==> src/rtl/mem_arb.sv <==
// mem_arb: two-port (fetch / load-store) arbiter onto one synchronous SRAM.
// Ports: clk, rst (async high); ins_* fetch req/gnt/return; dat_* load-store
//   req/gnt/return; sram_* registered SRAM command, sram_rd read data;
//   conflict_cnt counts cycles where both ports request.
module mem_arb #(
   parameter int AW         = 14,
   parameter int STARVE_MAX = 4
) (
   input  logic          clk,
   input  logic          rst,
   input  logic          ins_req,
   input  logic [AW+1:0] ins_a,
   output logic          ins_gnt,
   output logic          ins_rvalid,
   output logic [31:0]   ins_rdata,
   input  logic          dat_req,
   input  logic          dat_we,
   input  logic [3:0]    dat_be,
   input  logic [AW+1:0] dat_a,
   input  logic [31:0]   dat_wd,
   output logic          dat_gnt,
   output logic          dat_rvalid,
   output logic [31:0]   dat_rdata,
   output logic          sram_e,
   output logic [AW-1:0] sram_a,
   output logic [3:0]    sram_we,
   output logic [31:0]   sram_wd,
   input  logic [31:0]   sram_rd,
   output logic [15:0]   conflict_cnt
);

   localparam logic [3:0] SMAX = 4'(STARVE_MAX);

   logic [3:0]    starve_q, starve_d;
   logic [15:0]   conflict_q, conflict_d;
   logic          e_q, e_d;
   logic [AW-1:0] a_q, a_d;
   logic [3:0]    we_q, we_d;
   logic [31:0]   wd_q, wd_d;
   // tag = {is_read, is_data}; stage 1 rides with the command, stage 2
   // lines up with the cycle in which sram_rd carries the read data.
   logic [1:0]    tag1_q, tag1_d;
   logic [1:0]    tag2_q, tag2_d;
   logic          irv_q, irv_d;
   logic          drv_q, drv_d;
   logic [31:0]   ird_q, ird_d;
   logic [31:0]   drd_q, drd_d;

   logic both;
   logic unused_addr_lsb;

   assign both            = ins_req & dat_req;
   assign unused_addr_lsb = ^{ins_a[1:0], dat_a[1:0]};

   // Data normally wins; a starved fetch takes one slot.
   always_comb begin
      ins_gnt = 1'b0;
      dat_gnt = 1'b0;
      if (!rst) begin
         if (both) begin
            if (starve_q == SMAX) ins_gnt = 1'b1;
            else                  dat_gnt = 1'b1;
         end else if (ins_req) begin
            ins_gnt = 1'b1;
         end else if (dat_req) begin
            dat_gnt = 1'b1;
         end
      end
   end

   always_comb begin
      starve_d   = starve_q;
      conflict_d = conflict_q;
      e_d        = ins_gnt | dat_gnt;
      a_d        = a_q;
      we_d       = 4'b0000;
      wd_d       = wd_q;
      tag1_d     = 2'b00;
      tag2_d     = tag1_q;
      irv_d      = 1'b0;
      drv_d      = 1'b0;
      ird_d      = ird_q;
      drd_d      = drd_q;

      if (!ins_req || ins_gnt)  starve_d = 4'd0;
      else if (starve_q != SMAX) starve_d = starve_q + 4'd1;

      if (both && conflict_q != 16'hFFFF)
         conflict_d = conflict_q + 16'd1;

      if (ins_gnt) begin
         a_d    = ins_a[AW+1:2];
         tag1_d = 2'b10;
      end else if (dat_gnt) begin
         a_d    = dat_a[AW+1:2];
         we_d   = dat_we ? dat_be : 4'b0000;
         wd_d   = dat_wd;
         tag1_d = {~dat_we, 1'b1};
      end

      if (tag2_q == 2'b10) begin
         irv_d = 1'b1;
         ird_d = sram_rd;
      end
      if (tag2_q == 2'b11) begin
         drv_d = 1'b1;
         drd_d = sram_rd;
      end
   end

   always_ff @(posedge clk or posedge rst) begin
      if (rst) begin
         starve_q   <= '0;
         conflict_q <= '0;
         e_q        <= 1'b0;
         a_q        <= '0;
         we_q       <= '0;
         wd_q       <= '0;
         tag1_q     <= '0;
         tag2_q     <= '0;
         irv_q      <= 1'b0;
         drv_q      <= 1'b0;
         ird_q      <= '0;
         drd_q      <= '0;
      end else begin
         starve_q   <= starve_d;
         conflict_q <= conflict_d;
         e_q        <= e_d;
         a_q        <= a_d;
         we_q       <= we_d;
         wd_q       <= wd_d;
         tag1_q     <= tag1_d;
         tag2_q     <= tag2_d;
         irv_q      <= irv_d;
         drv_q      <= drv_d;
         ird_q      <= ird_d;
         drd_q      <= drd_d;
      end
   end

   assign sram_e       = e_q;
   assign sram_a       = a_q;
   assign sram_we      = we_q;
   assign sram_wd      = wd_q;
   assign ins_rvalid   = irv_q;
   assign ins_rdata    = ird_q;
   assign dat_rvalid   = drv_q;
   assign dat_rdata    = drd_q;
   assign conflict_cnt = conflict_q;

endmodule

==> config.mk <==
export PLATFORM = sky130hd
export DESIGN_NAME = mem_arb
export DESIGN_NICKNAME = d
export VERILOG_FILES = /design/src/rtl/mem_arb.sv
export SDC_FILE = /design/constraint.sdc
export NUM_CORES = 1
export LEC_CHECK = 0
export BUFFER_PORTS_ARGS = -buffer_cell sky130_fd_sc_hd__buf_2
export CORE_AREA = 5 5 143 145
export DETAILED_ROUTE_END_ITERATION = 8
export DIE_AREA = 0 0 148 150
export GPL_ROUTABILITY_DRIVEN = 0
export HOLD_SLACK_MARGIN = 0.03
export SLEW_MARGIN = 20
export SYNTH_ARGS = -nofsm -noshare
export SYNTH_HDL_FRONTEND = slang
export SYNTH_SLANG_ARGS = --single-unit
==> constraint.sdc <==
create_clock -name clk -period 5.13 [get_ports clk]
set_input_delay 0.513 -clock clk [delete_from_list [all_inputs] [get_ports clk]]
set_output_delay 0.513 -clock clk [all_outputs]
set_load 0.005 [all_outputs]
==> results.md, run 1 <==
- R2R depth: 7
- Ant diodes: 0
- WL final: 13,780 microns
- Number of synthesized flops with an enable pin: 0
- CP Class: flip-flop to output pin
- Non-filler instance count after layout: 884
- Post-synthesis adder-cell area fraction: 0.6757%
- Worst Path Required: 4620 ps
- Register bit count reported by yosys: 141
- Comb power frac: 17.2%
- # rows: 51
- Crit Path Max Fanout: 3
- Die height: 150 microns
- Synth area leader: dfrtp_1
- CP Launch Type: flip-flop
- Net Sw Power: 0.8613 mW
- Via density: 4.466
- TritonRoute pass-1 iters: 4
- HP Class: input port to async pin
- Largest net degree at the start of global routing: 80
- Synth Cell Area: 5555 sq um
- Area after DPL: 6995 sq um
- Predominant post-synthesis flop cell: dfrtp_1
- Crit path DAT: 1750 ps
- Post-synth ARST share: 100.0%
- Pint: 2.489 mW
- Status: completed
- I/O pin cnt: 240
- Hold Buf Count CTS: 0
- Slew Limit Fails: 0
- Simple-gate share of the synthesized area: 6.532%
- Setup TNS: 0 ps
- DR DRC count: 0
- WP buf/inv: 3
- Core footprint: 19,080 sq um
- Global-route wire length before repair: 21,850 microns
- # resized after CTS: 0
- Clock sink count: 141
- H-tree Lvls: 4
- Root Driver: clkbuf_16
- Setup crit end kind: output pin
- GRT overflow: 0
- Synth cell types: 33
- Clock Power Share: 39.7%
- Final Skew: 7.372 ps
- CTS tree: built
- Synth top area cells: dfrtp_1 64%, mux2_2 20%, mux2i_1 3.2%
- Area fraction of the dominant cell type after synthesis: 63.51%
- Post-CTS Setup Inserts: 0
- Layout area overhead: 37.48%
- Clock-pin slew on the worst setup and hold paths: 60 ps
- Nets@finish: 741
- Critical path, cell by cell: inv_1 -> ha_1 -> nor2b_1 -> nand3_1 -> nand3_1 -> inv_1 -> buf_2
- Placed Instances: 852
- Clock latency on the worst-skew pair: 410 ps
- Die area: 22,200 sq um
- Avg WL per Cell: 15.59 microns
- Compound-Gate Fraction of Synth Area: 2.050%
- Sw frac: 25.71%
- CP top delay family: simple AND/OR/NAND/NOR gates
- CP peak stage delay: 400 ps
- Dpl hpwl: 10,110 microns
- GRT Total Usage: 12.33%
- Vias in the first global route: 4,406
- Peak VDD IR: 0.2076 mV
- Layout cells sized above 1: 58.05%
- Pleak: 3.800 nW
- WP depth: 7
- Reg power frac: 43.1%
- Mapped Nets: 501
- Power Density: 438.7 nW/um^2
- DRT iter0 DRCs: 91
- ANT nets after route: 0
- Area share of xor/xnor cells in the synthesized design: 1.734%
- Mux cell area share after synthesis: 23.38%
- Slowest cell on the critical path: dfrtp_1
- Initial core utilization: 29.12%
- Vias: 3,948
- Least-Margin Pin Slew: 998.1 ps
- Fmax: 442.5 MHz
- Port bufs: 235
- Minimum period implied by the final worst setup slack: 2260 ps
- CTS Buffer Depth: 2
- Num CTS Buffers: 17
- Final hold vios: 0
- Register area share after synthesis: 63.51%
- Yosys warns: 0
- Largest family of logic cells by synthesized area: multiplexers
- Worst rel slew slack: 33.32%
- Die X: 148 microns
- Max-Cap Viols: 0
- Final Cycle Share: 44.05%
- Fin area: 7637 sq um
- Setup violations, final: 0
- Initial antenna violation count: 0
- Cells after Synth: 393
- RSZ-0062 raised after global routing: no
- Synthesized area per cell: 14.14 sq um
==> cell type report <==
type	instances	area [sq um]
fillers	1827	11440
flip-flops and latches	141	3528
multi-input cells	223	1917
repair buffers	239	1206
clock buffers	18	439.2
well taps	238	297.8
clock inverters	14	202.7
inverters	11	46.29
==> per-layer routing <==
| metal | up-vias | routed length (microns) | GRT usage (%) |
|---|---|---|---|
| met3 | 18 | 1151 | 4.755 |
| met2 | 160 | 6890 | 21.17 |
| li1 | 1847 | - | - |
| met1 | 1923 | 5491 | 13.79 |
| met4 | 0 | 250 | 4.988 |
| met5 | - | 0 | 0 |
==> path summary, 6_finish.rpt <==
path / start / to / slack [ps]
max: starve_q[0] / dat_gnt / 2870
min: rst / starve_q[3] / 260
max reg2reg: starve_q[0] / sram_wd[12] / 2910
min reg2reg: tag1_q[0] / tag2_q[0] / 340
max in group asynchronous: rst / dat_rdata[23] / 3580
min in group clk: dat_wd[17] / sram_wd[17] / 330
==> power groups by stage <==
stage | logic (mW) | clock network (mW) | registers [mW]
finish | 0.577 | 1.33 | 1.44
global placement | 0.575 | 0 | 1.45
CTS | 0.595 | 1.37 | 1.45
global route | 0.641 | 1.42 | 1.47
detailed placement | 0.595 | 0 | 1.46
floorplan | 0.252 | 0 | 1.47
==> layout by cell type, fill, tap and decap left out, drive strengths merged, types with 2 or more instances in the layout <==
cell type | netlist | final
o21ai | 2 | 2
ha | 3 | 3
nand4 | 4 | 4
dfrtp | 141 | 141
xor2 | 7 | 7
buf | 9 | 239
mux2i | 18 | 18
inv | 11 | 17
and3 | 6 | 6
bufinv | 0 | 4
clkbuf | 9 | 18
nor2 | 23 | 23
and4 | 4 | 4
xnor2 | 4 | 4
mux2 | 99 | 99
nor3 | 5 | 5
a21oi | 16 | 16
nand3 | 9 | 9
clkinv | 0 | 3
nand2 | 12 | 12
nor2b | 2 | 2
==> per-stage QoR <==
stage	power, mW	hold WS, ps	setup WS (ps)	utilization (%)
2_1_floorplan	1.727	331.2	120.5	-
3_3_place_gp	2.027	331.5	2555	36.66
3_5_place_dp	2.058	334.7	2420	36.66
4_1_cts	3.413	265.5	2839	40.03
5_1_grt	3.532	311.1	2736	40.03
6_report	3.351	259.5	2870	40.03
==> kinds of logic after synthesis <==
kind of cell             after synthesis
XOR/XNOR                              11
adder cells (fa/ha/maj)                3
AND/OR/NAND/NOR                       71
buffers and inverters                 29
flip-flops                           141
AO/OA/AOI/OAI                         21
multiplexers                         117
==> worst register-to-register path, cell delays in order (launching register included) <==
cell and delay, ps:
dfrtp_1 370, inv_1 80, ha_1 220, nor2b_1 160, nand3_1 80, nand3_1 130, inv_2 600, mux2_2 450
==> state kept, by name, summed over array words and instances (netlist names) <==
register / flops
conflict_cnt: 16
dat_rdata: 32
ins_rvalid: 1
starve_q: 4
tag2_q: 2
sram_we: 4
dat_rvalid: 1
ins_rdata: 32
sram_e: 1
sram_wd: 32
tag1_q: 2
sram_a: 14
==> cell usage after synthesis (3+ instances only) <==
library cell	count
dfrtp_1	141
mux2_2	98
nor2_1	23
mux2i_1	18
a21oi_1	16
nand2_1	11
inv_1	10
clkbuf_1	9
nand3_1	9
xor2_1	7
and3_1	6
nor3_1	5
and4_1	4
buf_1	4
buf_2	4
nand4_1	4
xnor2_1	4
ha_1	3
Power figures use the tool's default switching activity.
==> run 2: changes to the inputs <==
Settings changed: ABC_AREA from default to 1, CORE_AREA 5 5 143 145 to 5 5 147 149, DIE_AREA 0 0 148 150 to 0 0 152 154.
Clock period 5.13 ns to 2.25 ns, I/O delays scaled along.
==> run 2 against run 1 <==
- global-route usage is 1.6 points higher
- die area rose by 5.4%
- critical path depth did not move
- combinational power increased by 150%
- non-clock buffer count up 38
- register-to-register slack got worse by 2500 ps
- worst setup slack worse by 2700 ps
- synthesized cell count up 70%
- clock skew up 2.8 ps
- largest power group unchanged
==> results.md, run 2 <==
- Initial core utilization: 29.40% (+0.29 points)
- Synth Cell Area: 5892 sq um (+6.1%)
- Hold depth: 3
- Cells after Synth: 667 (+70%)
- Least-Margin Pin Slew: 670.5 ps (-327.6 ps)
- Register area share after synthesis: 59.89% (-3.6 points)
- Final Skew: 10.13 ps (+2.756 ps)
- R2R depth: 7 (unchanged)
- Power Density: 917.7 nW/um^2 (+110%)
- DR DRC count: 0 (unchanged)
- Avg WL per Cell: 13.25 microns (-15%)
- Minimum period implied by the final worst setup slack: 2113 ps
- Num CTS Buffers: 17 (unchanged)
- CP Class: flip-flop to output pin
- Layout area overhead: 41.33%
- Crit Reg-Reg Startpoint: starve_q[0]
- Clock-pin slew on the worst setup and hold paths: 70 ps (about the same)
- TritonRoute pass-1 iters: 6 (+2)
- Global-route wire length before repair: 27,010 microns (+24%)
- Most frequent cells in the layout: 255 x nand2_1, 235 x buf_2, 141 x dfrtp_1
- Worst R2R Setup Slack: 450 ps (-2460 ps)
- GRT overflow: 0 (unchanged)
- Area after DPL: 7362 sq um (+5.2%)
- Crit Path Max Fanout: 13 (+10)
- Setup violations, final: 0 (unchanged)
- Port bufs: 235 (unchanged)
- Synth top area cells: dfrtp_1 60%, nand2_1 16%, o21ai_0 5.9%
- Max-Cap Viols: 0 (unchanged)
- Status: completed
- Dpl hpwl: 11,140 microns (+10%)
- Via density: 4.221 (-5.5%)
- Nets@finish: 1,043 (+41%)
- Setup crit end kind: output pin
- Vias: 5,146 (+30%)
- Vias in the first global route: 5,253 (+19%)
- Layout cells sized above 1: 31.33% (-27 points)
- Die area: 23,410 sq um (+5.4%)
- Fin area: 8327 sq um (+9.0%)
- I/O pin cnt: 240 (unchanged)
- Clock sink count: 141 (unchanged)
- Multi-input combinational cell area: 1959 sq um (+2.2%)
- Crit path DAT: 1890 ps (+140 ps)
- Root Driver: clkbuf_16
- Mapped Nets: 775 (+55%)
- # rows: 52 (+2.0%)
- RSZ-0062 raised after global routing: no
- Fmax: 473.2 MHz
- Slew Limit Fails: 0 (unchanged)
- DRT iter0 DRCs: 251 (+180%)
- Final Total Pwr: 7.641 mW (+130%)
- Top cells by count, synth: 256 x nand2_1, 141 x dfrtp_1, 70 x o21ai_0
- CTS Buffer Depth: 2 (unchanged)
- Final hold vios: 0 (unchanged)
- CP Launch Type: flip-flop
- Synth cell types: 26 (-21%)
- HP Class: input port to flip-flop
- Final Cycle Share: 93.93%
- Core footprint: 20,040 sq um (+5.0%)
- Pleak: 4.560 nW (+20%)
- Synth area leader: dfrtp_1
- Most common cell in the synthesized netlist: nand2_1
- Post-CTS Setup Inserts: 0 (unchanged)
- Register bit count reported by yosys: 141 (unchanged)
- Final hold slack: 61.89 ps (-197.6 ps)
- Yosys warns: 0 (unchanged)
- Die X: 152 microns (+2.7%)
- Hold Path Sink: sram_we[3]
- CTS tree: built
- Most common cell after layout, fill and taps aside: nand2_1
- H-tree Lvls: 4 (unchanged)
- Worst rel slew slack: 55.30% (+22 points)
- Predominant post-synthesis flop cell: dfrtp_1
- Critical path origin: starve_q[0]
- GRT Total Usage: 13.97% (+1.6 points)
- Worst Path Required: 2030 ps (-2590 ps)
- WL final: 16,150 microns (+17%)
- Worst reg2reg endpoint: sram_wd[21]
- Number of synthesized flops with an enable pin: 0 (unchanged)
- Hold Startpoint: dat_be[3]
- Peak VDD IR: 0.4120 mV (+98%)
- Synthesized area per cell: 8.833 sq um (-38%)
- Initial antenna violation count: 2 (+2)
- Post-synth ARST share: 100.0% (unchanged)
- Die height: 154 microns (+2.7%)
- Fillers: 2,057 (+13%)
- Clock latency on the worst-skew pair: 410 ps (about the same)
- Area fraction of the dominant cell type after synthesis: 59.89% (-3.6 points)
- Largest net degree at the start of global routing: 125 (+56%)
- Register area: 3528 sq um (unchanged)
- ANT nets after route: 0 (unchanged)
==> run 2: cell count changes after synthesis, sizes merged, moves of 8 or more <==
cell / previous run / this run
nand2: 12 / 263
mux2: 99 / 0
o21ai: 2 / 78
inv: 11 / 71
mux2i: 18 / 0
a21oi: 16 / 0
nand3: 9 / 24
o211ai: 1 / 14
buf: 9 / 17
==> run 2: timing repair <==
action	in CTS	in global routing
hold buffers	35	0
resized for setup	0	0
hold endpoints to repair	51	0
==> run 2: cell type report <==
| class | instances | share of cell area [%] |
|---|---|---|
| multi-input cells | 427 | 23.53 |
| flip-flops and latches | 141 | 42.37 |
| repair buffers | 277 | 19.41 |
| well taps | 270 | 4.057 |
| clock inverters | 14 | 2.074 |
| inverters | 71 | 3.246 |
| clock buffers | 18 | 5.274 |
| diodes | 1 | 0.03005 |
==> run 2: cell families after synthesis <==
group | Yosys count | share of synthesized area (%)
compound gates | 93 | 8.983
xor+xnor | 8 | 1.189
fa+ha+maj | 3 | 0.6371
buf+inv | 99 | 6.902
flops | 141 | 59.89
simple gates | 323 | 22.40
==> run 2: per-layer routing <==
| layer | vias up | routed length [microns] | GRT usage, % |
|---|---|---|---|
| met5 | - | 13 | 0 |
| met1 | 2300 | 7373 | 18.54 |
| met4 | 2 | 278 | 5.009 |
| met2 | 200 | 7310 | 21.99 |
| li1 | 2625 | - | - |
| met3 | 19 | 1178 | 3.879 |
==> run 2: worst max path at each step <==
stage | endpoint | slack [ps]
global placement | sram_wd[22] | 430
global route | dat_gnt | 20
detailed placement | sram_wd[29] | 410
CTS | dat_gnt | 80
floorplan | starve_q[1] | -510
finish | dat_gnt | 140
==> run 2: worst max-delay path, stage by stage (launching register included) <==
cell and delay [ps]:
dfrtp_1 420, inv_1 70, ha_1 150, nand4_1 130, nand2_2 300, buf_4 230
inv_1 50, buf_2 120
==> run 2: stage by stage <==
stage	utilization, %	cells	setup slack [ps]	setup TNS [ps]
4_1_cts	41.54	1218	77.82	0
3_5_place_dp	36.74	1151	407.0	0
3_3_place_gp	36.74	1151	430.9	0
5_1_grt	41.55	1219	16.91	0
2_1_floorplan	-	667	-510.4	-1021
6_report	41.55	1219	136.7	0
==> run 2: where the power goes <==
group	leakage, nW	switching [mW]	internal (mW)	total, mW
combinational	2.50	0.744	0.682	1.43
clock	0.296	1.20	1.71	2.92
sequential	1.76	0.291	3.01	3.30
total	4.56	2.24	5.40	7.64
